$ cat config.mk
export PLATFORM = sky130hd
export DESIGN_NAME = pipeline_hazard_ctrl_flat
export DESIGN_NICKNAME = d
export VERILOG_FILES = /design/src/rtl/pipeline_hazard_ctrl_if.sv /design/src/rtl/pipeline_hazard_ctrl.sv /design/src/flat_wrapper.sv
export SDC_FILE = /design/constraint.sdc
export NUM_CORES = 1
export LEC_CHECK = 0
export CAP_MARGIN = 5
export CORE_UTILIZATION = 45
export CTS_BUF_LIST = sky130_fd_sc_hd__clkbuf_2
export CTS_CLUSTER_DIAMETER = 40
export DETAILED_ROUTE_END_ITERATION = 10
export DONT_BUFFER_PORTS = 1
export GPL_TIMING_DRIVEN = 0
export SYNTH_ARGS = -nofsm -noshare
export SYNTH_HDL_FRONTEND = slang
export SYNTH_SLANG_ARGS = --single-unit
$ cat constraint.sdc
create_clock -name Clk -period 1.8 [get_ports Clk]
set_input_delay 0.27 -clock Clk [delete_from_list [all_inputs] [get_ports Clk]]
set_output_delay 0.27 -clock Clk [all_outputs]
set_load 0.02 [all_outputs]
$ cat src/rtl/pipeline_hazard_ctrl_if.sv
// Stage-information and pipeline-control bundle between the ARM datapath (master)
// and the hazard/sequencing controller (slave).
interface pipeline_hazard_ctrl_if;
    // ID stage sources
    logic [3:0] ID_rn;
    logic [3:0] ID_rm;
    logic [3:0] ID_rd;
    logic       ID_use_rn;
    logic       ID_use_rm;
    logic       ID_use_rd;
    logic       ID_cond;
    logic       ID_br_taken;
    // Downstream destinations
    logic [3:0] EX_rd;
    logic       EX_we;
    logic       EX_load;
    logic       EX_s;
    logic [3:0] MEM_rd;
    logic       MEM_we;
    logic       MEM_acc;
    logic       mem_ack;
    logic [3:0] WB_rd;
    logic       WB_we;
    // Controls back to the datapath
    logic [1:0] fwdA_sel;
    logic [1:0] fwdB_sel;
    logic [1:0] fwdC_sel;
    logic       PC_ld;
    logic       IFID_ld;
    logic       IFID_clr;
    logic       IDEX_nop;
    logic       EXMEM_ld;
    logic       MEMWB_ld;
    logic       mem_req;
    logic       mem_err;
    logic [1:0] state;

    modport master (
        output ID_rn, ID_rm, ID_rd, ID_use_rn, ID_use_rm, ID_use_rd, ID_cond, ID_br_taken,
        output EX_rd, EX_we, EX_load, EX_s, MEM_rd, MEM_we, MEM_acc, mem_ack, WB_rd, WB_we,
        input  fwdA_sel, fwdB_sel, fwdC_sel, PC_ld, IFID_ld, IFID_clr, IDEX_nop,
        input  EXMEM_ld, MEMWB_ld, mem_req, mem_err, state
    );

    modport slave (
        input  ID_rn, ID_rm, ID_rd, ID_use_rn, ID_use_rm, ID_use_rd, ID_cond, ID_br_taken,
        input  EX_rd, EX_we, EX_load, EX_s, MEM_rd, MEM_we, MEM_acc, mem_ack, WB_rd, WB_we,
        output fwdA_sel, fwdB_sel, fwdC_sel, PC_ld, IFID_ld, IFID_clr, IDEX_nop,
        output EXMEM_ld, MEMWB_ld, mem_req, mem_err, state
    );
endinterface

$ cat src/rtl/pipeline_hazard_ctrl.sv
// Hazard/sequencing controller for the 5-stage ARM pipeline: operand forwarding,
// load-use/flag bubbles, branch flush, data-memory freeze. Define HAZARD_STATS_EN for stall_cnt.
module pipeline_hazard_ctrl #(
    parameter int MEM_TIMEOUT = 16
`ifdef HAZARD_STATS_EN
    ,
    parameter int CNT_W = 16
`endif
) (
    input  logic                 Clk,
    input  logic                 Rst_n,
    pipeline_hazard_ctrl_if.slave hz
`ifdef HAZARD_STATS_EN
    ,
    output logic [CNT_W-1:0]     stall_cnt
`endif
);

    localparam int WCNT_W = $clog2(MEM_TIMEOUT + 1);
    localparam logic [WCNT_W-1:0] WCNT_MAX = WCNT_W'(MEM_TIMEOUT);
    localparam logic [WCNT_W-1:0] WCNT_ONE = WCNT_W'(1);

    typedef enum logic [1:0] {
        ST_RUN      = 2'b00,
        ST_MEM_WAIT = 2'b01,
        ST_ERR      = 2'b11
    } state_t;

    state_t            state_reg, state_next;
    logic [WCNT_W-1:0] wcnt_reg, wcnt_next;

    // Per-source forwarding: index 0 = Rn, 1 = Rm, 2 = Rd (store data)
    logic [11:0] src_regs;
    logic [2:0]  src_use;
    logic [5:0]  fwd_bus;
    logic [2:0]  ld_use_hit;

    assign src_regs = {hz.ID_rd, hz.ID_rm, hz.ID_rn};
    assign src_use  = {hz.ID_use_rd, hz.ID_use_rm, hz.ID_use_rn};

    genvar gi;
    generate
        for (gi = 0; gi < 3; gi++) begin : g_fwd
            logic [3:0] src;
            logic       valid_src;
            logic       ex_hit, mem_hit, wb_hit;

            assign src       = src_regs[4*gi +: 4];
            assign valid_src = src_use[gi] && (src != 4'd15);
            assign ex_hit    = valid_src && hz.EX_we  && (src == hz.EX_rd);
            assign mem_hit   = valid_src && hz.MEM_we && (src == hz.MEM_rd);
            assign wb_hit    = valid_src && hz.WB_we  && (src == hz.WB_rd);

            // A load result in EX is not yet available; the bubble delays the consumer
            // until the load reaches MEM, so this source skips the EX path.
            assign fwd_bus[2*gi +: 2] = (ex_hit && !hz.EX_load) ? 2'b01 :
                                        mem_hit                 ? 2'b10 :
                                        wb_hit                  ? 2'b11 : 2'b00;
            assign ld_use_hit[gi] = ex_hit && hz.EX_load;
        end
    endgenerate

    logic load_use;
    logic flag_stall;
    logic bubble_req;
    logic mem_req_int;
    logic freeze;

    assign load_use    = |ld_use_hit;
    assign flag_stall  = hz.ID_cond && hz.EX_s;
    assign bubble_req  = load_use || flag_stall;
    assign mem_req_int = hz.MEM_acc && (state_reg != ST_ERR);
    assign freeze      = mem_req_int && !hz.mem_ack;

    always_ff @(posedge Clk or negedge Rst_n) begin
        if (!Rst_n) begin
            state_reg <= ST_RUN;
            wcnt_reg  <= '0;
        end else begin
            state_reg <= state_next;
            wcnt_reg  <= wcnt_next;
        end
    end

    always_comb begin
        state_next = state_reg;
        wcnt_next  = wcnt_reg;
        case (state_reg)
            ST_RUN: begin
                if (hz.MEM_acc && !hz.mem_ack) begin
                    state_next = ST_MEM_WAIT;
                    wcnt_next  = WCNT_ONE;
                end
            end
            ST_MEM_WAIT: begin
                if (hz.mem_ack) begin
                    state_next = ST_RUN;
                    wcnt_next  = '0;
                end else if (wcnt_reg == WCNT_MAX) begin
                    state_next = ST_ERR;
                end else begin
                    wcnt_next = wcnt_reg + WCNT_ONE;
                end
            end
            ST_ERR: begin
                state_next = ST_ERR;
            end
            default: begin
                state_next = ST_RUN;
                wcnt_next  = '0;
            end
        endcase
    end

    // Pipeline controls, priority: reset > ERR > freeze > bubble > flush > normal
    always_comb begin
        hz.PC_ld    = 1'b1;
        hz.IFID_ld  = 1'b1;
        hz.IFID_clr = 1'b0;
        hz.IDEX_nop = 1'b0;
        hz.EXMEM_ld = 1'b1;
        hz.MEMWB_ld = 1'b1;
        if (!Rst_n || (state_reg == ST_ERR)) begin
            hz.PC_ld    = 1'b0;
            hz.IFID_ld  = 1'b0;
            hz.IDEX_nop = 1'b1;
            hz.EXMEM_ld = 1'b0;
            hz.MEMWB_ld = 1'b0;
        end else if (freeze) begin
            hz.PC_ld    = 1'b0;
            hz.IFID_ld  = 1'b0;
            hz.EXMEM_ld = 1'b0;
            hz.MEMWB_ld = 1'b0;
        end else if (bubble_req) begin
            hz.PC_ld    = 1'b0;
            hz.IFID_ld  = 1'b0;
            hz.IDEX_nop = 1'b1;
        end else if (hz.ID_br_taken) begin
            hz.IFID_clr = 1'b1;
        end
    end

    assign hz.fwdA_sel = Rst_n ? fwd_bus[1:0] : 2'b00;
    assign hz.fwdB_sel = Rst_n ? fwd_bus[3:2] : 2'b00;
    assign hz.fwdC_sel = Rst_n ? fwd_bus[5:4] : 2'b00;
    assign hz.mem_req  = Rst_n && mem_req_int;
    assign hz.mem_err  = (state_reg == ST_ERR);
    assign hz.state    = state_reg;

`ifdef HAZARD_STATS_EN
    logic [CNT_W-1:0] stall_cnt_reg;
    logic             stall_act;

    assign stall_act = (state_reg != ST_ERR) && (freeze || bubble_req);

    always_ff @(posedge Clk or negedge Rst_n) begin
        if (!Rst_n) begin
            stall_cnt_reg <= '0;
        end else if (stall_act && (stall_cnt_reg != {CNT_W{1'b1}})) begin
            stall_cnt_reg <= stall_cnt_reg + CNT_W'(1);
        end
    end

    assign stall_cnt = stall_cnt_reg;
`endif

endmodule

$ cat src/flat_wrapper.sv
// flat-port wrapper written by rule: the top's interface ports become plain ports
module pipeline_hazard_ctrl_flat 
#(
    parameter int MEM_TIMEOUT = 16

)
  (Clk, Rst_n, hz_ID_rn, hz_ID_rm, hz_ID_rd, hz_ID_use_rn, hz_ID_use_rm, hz_ID_use_rd, hz_ID_cond, hz_ID_br_taken, hz_EX_rd, hz_EX_we, hz_EX_load, hz_EX_s, hz_MEM_rd, hz_MEM_we, hz_MEM_acc, hz_mem_ack, hz_WB_rd, hz_WB_we, hz_fwdA_sel, hz_fwdB_sel, hz_fwdC_sel, hz_PC_ld, hz_IFID_ld, hz_IFID_clr, hz_IDEX_nop, hz_EXMEM_ld, hz_MEMWB_ld, hz_mem_req, hz_mem_err, hz_state);
  pipeline_hazard_ctrl_if hz_i ();
  input  logic Clk;
  input  logic Rst_n;
  input wire logic [$bits(hz_i.ID_rn)-1:0] hz_ID_rn;
  input wire logic [$bits(hz_i.ID_rm)-1:0] hz_ID_rm;
  input wire logic [$bits(hz_i.ID_rd)-1:0] hz_ID_rd;
  input wire logic [$bits(hz_i.ID_use_rn)-1:0] hz_ID_use_rn;
  input wire logic [$bits(hz_i.ID_use_rm)-1:0] hz_ID_use_rm;
  input wire logic [$bits(hz_i.ID_use_rd)-1:0] hz_ID_use_rd;
  input wire logic [$bits(hz_i.ID_cond)-1:0] hz_ID_cond;
  input wire logic [$bits(hz_i.ID_br_taken)-1:0] hz_ID_br_taken;
  input wire logic [$bits(hz_i.EX_rd)-1:0] hz_EX_rd;
  input wire logic [$bits(hz_i.EX_we)-1:0] hz_EX_we;
  input wire logic [$bits(hz_i.EX_load)-1:0] hz_EX_load;
  input wire logic [$bits(hz_i.EX_s)-1:0] hz_EX_s;
  input wire logic [$bits(hz_i.MEM_rd)-1:0] hz_MEM_rd;
  input wire logic [$bits(hz_i.MEM_we)-1:0] hz_MEM_we;
  input wire logic [$bits(hz_i.MEM_acc)-1:0] hz_MEM_acc;
  input wire logic [$bits(hz_i.mem_ack)-1:0] hz_mem_ack;
  input wire logic [$bits(hz_i.WB_rd)-1:0] hz_WB_rd;
  input wire logic [$bits(hz_i.WB_we)-1:0] hz_WB_we;
  output wire logic [$bits(hz_i.fwdA_sel)-1:0] hz_fwdA_sel;
  output wire logic [$bits(hz_i.fwdB_sel)-1:0] hz_fwdB_sel;
  output wire logic [$bits(hz_i.fwdC_sel)-1:0] hz_fwdC_sel;
  output wire logic [$bits(hz_i.PC_ld)-1:0] hz_PC_ld;
  output wire logic [$bits(hz_i.IFID_ld)-1:0] hz_IFID_ld;
  output wire logic [$bits(hz_i.IFID_clr)-1:0] hz_IFID_clr;
  output wire logic [$bits(hz_i.IDEX_nop)-1:0] hz_IDEX_nop;
  output wire logic [$bits(hz_i.EXMEM_ld)-1:0] hz_EXMEM_ld;
  output wire logic [$bits(hz_i.MEMWB_ld)-1:0] hz_MEMWB_ld;
  output wire logic [$bits(hz_i.mem_req)-1:0] hz_mem_req;
  output wire logic [$bits(hz_i.mem_err)-1:0] hz_mem_err;
  output wire logic [$bits(hz_i.state)-1:0] hz_state;
  assign hz_i.ID_rn = hz_ID_rn;
  assign hz_i.ID_rm = hz_ID_rm;
  assign hz_i.ID_rd = hz_ID_rd;
  assign hz_i.ID_use_rn = hz_ID_use_rn;
  assign hz_i.ID_use_rm = hz_ID_use_rm;
  assign hz_i.ID_use_rd = hz_ID_use_rd;
  assign hz_i.ID_cond = hz_ID_cond;
  assign hz_i.ID_br_taken = hz_ID_br_taken;
  assign hz_i.EX_rd = hz_EX_rd;
  assign hz_i.EX_we = hz_EX_we;
  assign hz_i.EX_load = hz_EX_load;
  assign hz_i.EX_s = hz_EX_s;
  assign hz_i.MEM_rd = hz_MEM_rd;
  assign hz_i.MEM_we = hz_MEM_we;
  assign hz_i.MEM_acc = hz_MEM_acc;
  assign hz_i.mem_ack = hz_mem_ack;
  assign hz_i.WB_rd = hz_WB_rd;
  assign hz_i.WB_we = hz_WB_we;
  assign hz_fwdA_sel = hz_i.fwdA_sel;
  assign hz_fwdB_sel = hz_i.fwdB_sel;
  assign hz_fwdC_sel = hz_i.fwdC_sel;
  assign hz_PC_ld = hz_i.PC_ld;
  assign hz_IFID_ld = hz_i.IFID_ld;
  assign hz_IFID_clr = hz_i.IFID_clr;
  assign hz_IDEX_nop = hz_i.IDEX_nop;
  assign hz_EXMEM_ld = hz_i.EXMEM_ld;
  assign hz_MEMWB_ld = hz_i.MEMWB_ld;
  assign hz_mem_req = hz_i.mem_req;
  assign hz_mem_err = hz_i.mem_err;
  assign hz_state = hz_i.state;
  pipeline_hazard_ctrl #(.MEM_TIMEOUT(MEM_TIMEOUT)) u_core (.Clk(Clk), .Rst_n(Rst_n), .hz(hz_i));
endmodule
# == Word-level counts from Yosys, hierarchy flattened ==
# Cells that the tools add are included.
# op_classes
muxes,32
n_eq_ne,19
addsub,1
n_bitwise,1
n_reduce_logical,41
# op_table
cell,n
equality test 4 bit,9
logical AND 1 bit,32
two-way mux 2 bit,15
two-way mux 5 bit,3
one-hot mux 5 bit (3 select lines),1
two-way mux 1 bit,12
"!= test 4 bit, second input constant",3
one-hot mux 2 bit (3 select lines),1
"adder 5 x 1 -> 5 bit, second input constant",1
"equality test 5 bit, second input constant",1
zero test 1 bit,3
"!= test 3 x 2 -> 1 bit, second input constant",1
"!= test 3 bit, second input constant",1
AND reduction 3 bit,1
OR reduction 3 bit,1
"equality test 2 x 1 -> 1 bit, second input constant",1
"equality test 2 bit, second input constant",1
zero test 2 bit,1
logical OR 1 bit,2
"!= test 2 x 1 -> 1 bit, second input constant",1
"!= test 2 bit, second input constant",1
AND reduction 2 bit,1
inverter 1 bit,1
# totals
elab_cells,96
out_inout_bits,16
in_bits,38
reg_bits,7

# == Depth between registers and ports, before layout ==
# logic_depth
depth_word,10
mapped_depth,7
ltp_nobuf,7

# == Least setup slack after synthesis ==
# No wires, ideal clock.
# synth_path
kind,register -> output
from,reg u_core.state_reg[0] (netlist: u_core.hz.state[0])
to,out hz_PC_ld
path_buffers,2
slack_ns,-0.314
arrival_ns,1.844
stages_incl_launch_ff,7
path_cell_list,dfrtp_1 -> clkbuf_1 -> nand2_1 -> nand2_1 -> a21o_1 -> nor3_1 -> buf_4
# synth_between
elab_chain_len,5
word_cells_on_any_way,7
cone_classes,2 x eq/ne; 2 x mux; 3 x reduce/logical
# synth_lines
element,line_no,rtl
"start, declared",pipeline_hazard_ctrl.sv:29,"state_t state_reg, state_next;"
"start signal, assigned",pipeline_hazard_ctrl.sv:80,state_reg <= state_next;
!= test 2 bit,pipeline_hazard_ctrl.sv:72,assign mem_req_int = hz.MEM_acc && (state_reg != ST_ERR);
logical AND 1 bit,pipeline_hazard_ctrl.sv:72,
logical AND 1 bit,pipeline_hazard_ctrl.sv:73,assign freeze = mem_req_int && !hz.mem_ack;
two-way mux 1 bit,-,
two-way mux 1 bit (*),-,
"end, declared",flat_wrapper.sv:32,output wire logic [$bits(hz_i.PC_ld)-1:0] hz_PC_ld;
# Mark *: on every way between the ends. The rest lies on a longest branch, timed or not.

# == Final worst setup path ==
# Ends and elaborated chain as after synthesis.

==> run metrics <==
Max Freq=approximately 0.54 GHz; Hold Crit Class=in -> reg; row count=17; root buffer cell=clkbuf_2; DRT met1 WL=~1.1 mm; Max Cap Viol=0; ys flop type=dfrtp_1; Die W=50.6 um; Final ANT Viol Nets=0; hold path depth=1; I/O pins=54; die area=between 0.002 and 0.003 sq mm; Routed WL=2.49 mm; Yosys top cell area share=0.247; worst clock skew=around 0.0096 ns; crit-path max FO=3; vias in the first global route=941; nets=around 180; Wirelength per Cell=roughly 15 um; clk sink count=7; layout cells sized above 1=0.171; crit path time final=around 1.9 ns; final hold slack=roughly 0.12 ns; FFs w/ async S/R, synth=1.00; YS warnings=0; Critical Path Sink Type=primary output; Vias=roughly 950; Pwr per Cell Area=418 mW/mm^2; # setup viols final=2; Slew Limit Headroom=0.655; Mapped Area=0.00106 sq mm; first-pass GRT wire length=between 4 and 5 mm; dpl hpwl=about 2.1 mm; number of flops mapped to enable cells by yosys=0; largest net degree at the start of global routing=10; Final GP Congestion=between 0.7 and 0.8; metal2 WL=about 1.2 mm; final hold viol count=0; Worst R2R Path Depth=6; Initial Util=0.480; final critical-path share of the clock period=1.04; TritonCTS clock tree=yes; Crit Path Category=reg -> out; number of port buffers=0; clock buffer depth=2; post-route DRC violation count=0; Pre-antenna DRT Iters=3; drt via density=approximately 5.6; Critical Path AT=around 1.6 ns; P&R area growth vs syn=13.7%; Syn Inst Count=around 130; leakage power=0.464 nW; met3 routed WL=around 180 um; DP Area=0.00112 sq mm; filler cell count=between 200 and 250; Post-Syn Area per Cell=~8 sq um; WP data required=1.53 ns; Antenna diodes=0; die height=between 50 and 60 um; Largest register FFs=5; Worst Max-Slew Pin Slew=a little over 0.5 ns; failing checks=setup timing; most common cell in the synthesized netlist=xnor2_1; latest clock arrival within the worst-skew pair=0.23 ns; RSZ-0062 raised after global routing=yes; Max VDD drop=around 0.34 mV; syn nets=around 170; Reg clk slew, reported paths=approximately 0.07 ns; sequential share of the synthesized area=0.165; largest cells by area after synthesis=xnor2_1, dfrtp_1, xor2_1; gr ovfl total=0; final worst setup slack=-0.0673 ns; Highest Signal Layer=met3; outcome=finished with violations; max-slew violations=0; Power, Total=between 500 and 600 uW; Worst setup SP type=flip-flop; top cells by count, synth=xnor2_1, nand2_1, xor2_1; dpl ws=-0.154 ns; Distinct cells, synth=33; DRT iter0 DRCs=8; core area=between 0.002 and 0.0025 sq mm; initial antenna violation count=0; Tot GR Track Use=0.220; fin area=~0.0012 sq mm; H-tree depth=1; total CTS buffers=3; Synth Register Bits=7; Yosys top cell by area=xnor2_1
==> cell families (layout without fill, tap and decap cells) <==
group                      Yosys count  after routing  synth area share
buffers and inverters               10             17            0.0424
and+or+nand+nor                     56             56             0.296
DFF                                  7              7             0.165
muxes                                2              2            0.0188
AOI/OAI and AO/OA                   17             17             0.133
xor gates and xnor gates            39             39             0.322
adders and majority gates            2              2            0.0236
==> what timing repair did <==
item | in CTS | in global routing
endpoints found under the hold margin | 7 | 0
cloned | 0 | 0
hold buffers | 1 | 0
pin swaps | 1 | 1
resized for setup | 9 | 3
setup endpoints to repair | 6 | 4
buffers inserted | 2 | 0
==> final timing paths <==
| check | from | endpoint | slack [ns] |
|---|---|---|---|
| setup / recovery | u_core.hz.state[0] | hz_PC_ld | -0.07 |
| hold / removal | hz_mem_ack | u_core.hz.state[0] | 0.12 |
| setup reg to reg | u_core.hz.state[0] | u_core.wcnt_reg[2] | 0.24 |
| hold reg to reg | u_core.wcnt_reg[4] | u_core.wcnt_reg[4] | 0.55 |
| max in group asynchronous | Rst_n | u_core.hz.state[0] | 1.16 |
| min in group asynchronous | Rst_n | u_core.hz.state[1] | 0.37 |
==> worst max-delay path: stages, from the launching register on <==
cell	delay, ns
dfrtp_2	0.46
buf_8	0.14
nand2_4	0.05
nand2_2	0.06
a21o_4	0.22
nor3_4	0.26
buf_6	0.17
==> metrics by stage <==
stage | utilization | instances | setup TNS [ns]
2_1_floorplan | - | 133 | -0.0308
3_3_place_gp | 0.505 | 161 | -0.222
3_5_place_dp | 0.505 | 161 | -0.248
4_1_cts | 0.540 | 168 | -0.196
5_1_grt | 0.546 | 168 | -0.275
6_report | 0.546 | 168 | -0.0775
==> power by group <==
part	internal, mW	switching, mW
clock	0.0590	0.0544
combinational	0.106	0.102
sequential	0.168	0.0141
==> routing by layer <==
layer | GRT usage | vias to the layer above
li1 | - | 475
met1 | 0.303 | 431
met2 | 0.340 | 42
met3 | 0.0727 | 0
met4 | 0.0278 | 0
met5 | 0 | -
==> cell type report <==
| cell class | instances | area, sq um | share of cell area |
|---|---|---|---|
| Multi-Input combinational cell | 116 | 891 | 0.738 |
| Sequential cell | 7 | 176 | 0.146 |
| Buffer | 4 | 37.5 | 0.0311 |
| Tap cell | 28 | 35.0 | 0.0290 |
| Timing Repair Buffer | 3 | 25.0 | 0.0207 |
| Inverter | 6 | 22.5 | 0.0187 |
| Clock buffer | 4 | 20.0 | 0.0166 |
==> placed cells by master (no fill, tap or decap), types with 2 or more instances in the layout <==
cell type,count
a211oi_1,3
a21boi_1,2
a21oi_1,3
buf_4,3
clkbuf_2,4
dfrtp_1,6
ha_1,2
inv_1,6
mux2i_1,2
nand2_1,10
nand2_2,2
nand2b_1,4
nand3_1,8
nand4_1,7
nor2_1,5
nor3_1,5
nor3_2,2
nor4_1,3
o211a_1,2
o21a_1,2
o21ai_0,2
xnor2_1,30
xor2_1,9
Power figures use the tool's default switching activity.
